[config.mk]
export PLATFORM = sky130hd
export DESIGN_NAME = solar_adc_scan
export DESIGN_NICKNAME = d
export VERILOG_FILES = /design/src/rtl/solar_adc_scan.sv
export SDC_FILE = /design/constraint.sdc
export NUM_CORES = 1
export LEC_CHECK = 0
export CAP_MARGIN = 20
export CORE_MARGIN = 2
export CORE_UTILIZATION = 36
export DETAILED_ROUTE_END_ITERATION = 7
export PLACE_DENSITY_LB_ADDON = 0.25
export SLEW_MARGIN = 40
export SYNTH_ARGS = -nofsm -noshare
export SYNTH_HDL_FRONTEND = slang
export SYNTH_SLANG_ARGS = --single-unit
[constraint.sdc]
create_clock -name clk -period 7.4 [get_ports clk]
set_clock_uncertainty 0.05 [all_clocks]
set_input_delay 1.11 -clock clk [delete_from_list [all_inputs] [get_ports clk]]
set_output_delay 1.11 -clock clk [all_outputs]
set_load 0.01 [all_outputs]
[src/rtl/solar_adc_scan.sv]
`default_nettype none
// ============================================================================
// Module   : solar_adc_scan
// Brief    : Shares one 8-bit ADC across four light sensors, averages
//            2^AVG_LOG2 samples per channel and publishes all four at once.
// Revision : 1.0
// ============================================================================
module solar_adc_scan #(
    parameter int SCAN_PERIOD = 1000,
    parameter int AVG_LOG2    = 2,
    parameter int TIMEOUT     = 255
) (
    input  logic       clk,
    input  logic       rst,
    input  logic       en,
    output logic       adc_start,
    output logic [1:0] adc_ch,
    input  logic       adc_done,
    input  logic [7:0] adc_data,
    output logic [7:0] lsn,
    output logic [7:0] lse,
    output logic [7:0] lss,
    output logic [7:0] lsw,
    output logic       scan_valid,
    output logic       adc_err
);

    localparam int c_acc_w = 8 + AVG_LOG2;
    localparam int c_ps_w  = $clog2(SCAN_PERIOD);
    localparam int c_to_w  = (TIMEOUT > 1) ? $clog2(TIMEOUT) : 1;
    localparam int c_smp_w = (AVG_LOG2 > 0) ? AVG_LOG2 : 1;

    localparam logic [c_ps_w-1:0]  c_ps_last  = c_ps_w'(SCAN_PERIOD - 1);
    localparam logic [c_to_w-1:0]  c_to_last  = c_to_w'(TIMEOUT - 1);
    localparam logic [c_smp_w-1:0] c_smp_last = c_smp_w'((1 << AVG_LOG2) - 1);

    typedef enum logic [1:0] {
        S_IDLE   = 2'd0,
        S_START  = 2'd1,
        S_WAIT   = 2'd2,
        S_COMMIT = 2'd3
    } state_t;

    state_t               r_state;
    logic [c_ps_w-1:0]    r_ps;
    logic [c_to_w-1:0]    r_to;
    logic [c_smp_w-1:0]   r_smp;
    logic [1:0]           r_ch;
    logic [c_acc_w-1:0]   r_acc [4];
    logic [7:0]           r_ls  [4];
    logic                 r_adc_start;
    logic                 r_scan_valid;
    logic                 r_adc_err;
    logic                 w_tick;

    assign w_tick = en && (r_ps == c_ps_last);

    // Prescaler parks at zero while disabled so re-enabling gives a full period
    always_ff @(posedge clk) begin
        if (rst || !en) begin
            r_ps <= '0;
        end else if (r_ps == c_ps_last) begin
            r_ps <= '0;
        end else begin
            r_ps <= r_ps + c_ps_w'(1);
        end
    end

    always_ff @(posedge clk) begin
        if (rst) begin
            r_state      <= S_IDLE;
            r_to         <= '0;
            r_smp        <= '0;
            r_ch         <= '0;
            r_adc_start  <= 1'b0;
            r_scan_valid <= 1'b0;
            r_adc_err    <= 1'b0;
            for (int i = 0; i < 4; i++) begin
                r_acc[i] <= '0;
                r_ls[i]  <= '0;
            end
        end else begin
            r_adc_start  <= 1'b0;
            r_scan_valid <= 1'b0;
            case (r_state)
                S_IDLE: begin
                    if (w_tick) begin
                        r_ch        <= '0;
                        r_smp       <= '0;
                        r_adc_start <= 1'b1;
                        r_state     <= S_START;
                        for (int i = 0; i < 4; i++) begin
                            r_acc[i] <= '0;
                        end
                    end
                end
                S_START: begin
                    r_to    <= '0;
                    r_state <= S_WAIT;
                end
                S_WAIT: begin
                    // A done in the final allowed cycle wins over the timeout
                    if (adc_done) begin
                        r_acc[r_ch] <= r_acc[r_ch] + c_acc_w'(adc_data);
                        if (r_smp != c_smp_last) begin
                            r_smp       <= r_smp + c_smp_w'(1);
                            r_adc_start <= 1'b1;
                            r_state     <= S_START;
                        end else if (r_ch != 2'd3) begin
                            r_smp       <= '0;
                            r_ch        <= r_ch + 2'd1;
                            r_adc_start <= 1'b1;
                            r_state     <= S_START;
                        end else begin
                            r_state <= S_COMMIT;
                        end
                    end else if (r_to == c_to_last) begin
                        r_adc_err <= 1'b1;
                        r_state   <= S_IDLE;
                        for (int i = 0; i < 4; i++) begin
                            r_acc[i] <= '0;
                        end
                    end else begin
                        r_to <= r_to + c_to_w'(1);
                    end
                end
                S_COMMIT: begin
                    for (int i = 0; i < 4; i++) begin
                        r_ls[i]  <= r_acc[i][c_acc_w-1:AVG_LOG2];
                        r_acc[i] <= '0;
                    end
                    r_adc_err    <= 1'b0;
                    r_scan_valid <= 1'b1;
                    r_state      <= S_IDLE;
                end
                default: begin
                    r_state <= S_IDLE;
                end
            endcase
        end
    end

    assign adc_start  = r_adc_start;
    assign adc_ch     = r_ch;
    assign lsn        = r_ls[0];
    assign lse        = r_ls[1];
    assign lss        = r_ls[2];
    assign lsw        = r_ls[3];
    assign scan_valid = r_scan_valid;
    assign adc_err    = r_adc_err;

endmodule
`default_nettype wire

==> reports/metrics.cfg <==
[floorplan]
start_util_pct=37.2
core_area_um2=12200
pin_count=49
num_rows=40
die_h_um=116
die_area_um2=13500
fp.dieW_um=116

[sta]
fin_setup_tns_ps=0
setup_viol=0
drv_slew=0
hold_viol=0
period_needed_ps=3380
slew_headroom_pct=44.4
grt_setup_unrepaired=no
tightest_slew_ps=814
timing.final.crit_share_pct=45.6
clock.fmax_mhz=296
whs_ps=405

[pwr]
leakage_nw=2.03
powerDensity_nw_per_um2=195
power_w=0.00107
peakVddDrop_v=0.000150

[synthesis]
syn_inst=420
netlist_area_um2=4530
synth.avg_cell_area_um2=10.8
yosys_warnings=0
synth_flop_cell=dfxtp_1
ys_async_sr_fraction_pct=0
synth.area.top_cells=dfxtp_1 31%, edfxtp_1 21%, and2_1 5.7%
synth-edff-count=32
synth_nets=449
synth_cell_type_count=49
yosys.area.top_type=dfxtp_1
synth-seq-area-share_pct=51.7
yosysTopAreaCellShare_pct=30.5
synth_seq_cells=101

[clocking]
hold_buffers=0
clock_sinks=101
clock_path_buffers=2
tritoncts=yes
clock-root-buffer=clkbuf_16
cts.reportedPaths.clkPinSlew_ps=70
post_cts_resized=0
cts_htree_levels=3
clk_latency_ps=340
cts_buffers=9
postCtsSetupBuffers=0

[run]
maxCapViolations=0

[drt]
num_vias=3300
drt_wl_total_um=9720
ant_nets=0
drtIter0Drc=195
dr.pass1.iters=4
post_drt_via_cell_ratio=5.14
wl_per_cell_um=15.1
drcViolationCount=0

[global_route]
met1_usage_pct=20.2
grtUsageMet3_pct=3.89
grt_pass1_wl_um=16000
use_met2_pct=25.0
overflow=0
grt.busiest_layer=met2
grt_use_total_pct=15.4
grt_antenna_before_repair=0
grt_pass1_vias=3185
grt_max_degree=34

[critical_path]
critPathKind=in -> reg
critical_path_arrival_ps=3540
critical-path-slowest-cell=a2111oi_0
cp_cell_sequence=clkdlybuf4s50_1, ha_1, and3_1, a2111oi_0, a21oi_1, xnor2_1, o21ai_0
ff2ff_setup_slack_ps=4080
worst_ep_required_time_ps=7570
startpoint=adc_data[4]
critPathMaxStageDelay_ps=760
rr_worst_depth=7
start_kind=input pin
crit_end=r_acc[2][7]
crit_fanout=5
end_kind=flop
rr_endpoint=r_acc[2][7]

[cells_and_area]
final_common_cell=dfxtp_1
antenna_cells=0
nFillCells=1165
drive_gt1_share_pct=7.81
syn_to_final_growth_pct=21.7
nets=498
final_cell_mix=68 x dfxtp_1, 48 x clkdlybuf4s50_1, 41 x and2_1, 41 x nor2_1, 35 x nand2_1

[placement]
io_buffers=48
dpl.hpwl_um=6880
gp_congestion=0.843

[status]
outcome=finished, final reports clean

[hold_path]
hold_path.class=reg -> reg

[worst min-delay path by stage]
stage                startpoint           to  cells after the start
finish              r_acc[2][1]  r_acc[2][1]                      2
global route           r_smp[1]     r_smp[1]                      2
CTS                 r_acc[2][1]  r_acc[2][1]                      2
detailed placement  r_acc[2][1]  r_acc[2][1]                      2
global placement    r_acc[0][0]  r_acc[0][0]                      2
floorplan           r_acc[2][0]  r_acc[2][0]                      2
[metrics by stage]
stage / std cells / utilization [%] / worst slack (ps) / area (µm²)
2_1_floorplan: 420 / - / 4540 / 4530
3_3_place_gp: 626 / 42.6 / 3470 / 5180
6_report: 642 / 45.3 / 4020 / 5510
3_5_place_dp: 626 / 42.9 / 3550 / 5210
4_1_cts: 642 / 45.2 / 3770 / 5490
5_1_grt: 642 / 45.3 / 3870 / 5510
[synth_stat cells, types with 4 or more instances]
cell type	instances
clkbuf_1	9
and3_1	12
and2_1	41
mux4_2	10
a22oi_1	7
o21ai_0	17
xor2_1	5
inv_1	8
xnor2_1	15
a21oi_1	18
a22o_1	14
nand3_1	9
a21boi_0	4
nor2_1	41
ha_1	16
a221oi_1	4
nand2_1	35
dfxtp_1	69
a32oi_1	4
edfxtp_1	32
nor3_1	9
[state kept, by name (all words and copies together) (netlist names), 2 cells and up, named ones only]
register and cells:
r_to 8, r_smp 2, r_state 2, adc_ch 2, r_ps 10, r_ls 32, r_acc 40
[per-layer routing]
| metal | vias up | routed length (µm) |
|---|---|---|
| met5 | - | 0 |
| met2 | 82 | 4560 |
| met3 | 7 | 456 |
| met1 | 1576 | 4610 |
| li1 | 1635 | - |
| met4 | 0 | 94 |
[layout make-up]
class	count	area [µm²]	share of cell area (%)
inverter	8	30.0	0.545
sequential	101	2340	42.5
tap	168	210	3.81
clock buffer	9	225	4.09
clock inverter	7	56.3	1.02
timing repair buffer	49	488	8.86
multi-input combinational	300	2160	39.1
[power by group]
part / total [W] / internal (W) / switching (W)
clock network: 0.000446 / 0.000232 / 0.000213
registers: 0.000578 / 0.000576 / 0.00000189
logic: 0.0000493 / 0.0000228 / 0.0000266
total: 0.00107 / 0.000831 / 0.000242
[kinds of logic (layout without fill, tap and decap cells)]
logic type                 count (synthesis)  in the layout  share of synthesized area (%)
AOI/OAI and AO/OA                         83             83                           12.9
xor gates and xnor gates                  20             20                           3.87
adders and majority gates                 17             17                           4.86
buffers and inverters                     19             73                           1.69
DFF                                      101            101                           51.7
muxes                                     10             10                           4.97
and+or+nand+nor                          170            170                           20.0
[critical path, delay by kind of cell]
family	cells	cell delay, ps
fa+ha+maj	1	360
compound gates	3	1080
simple gates	1	220
buf+inv	1	430
xor+xnor	1	350
(Power assumes the default switching activity.)
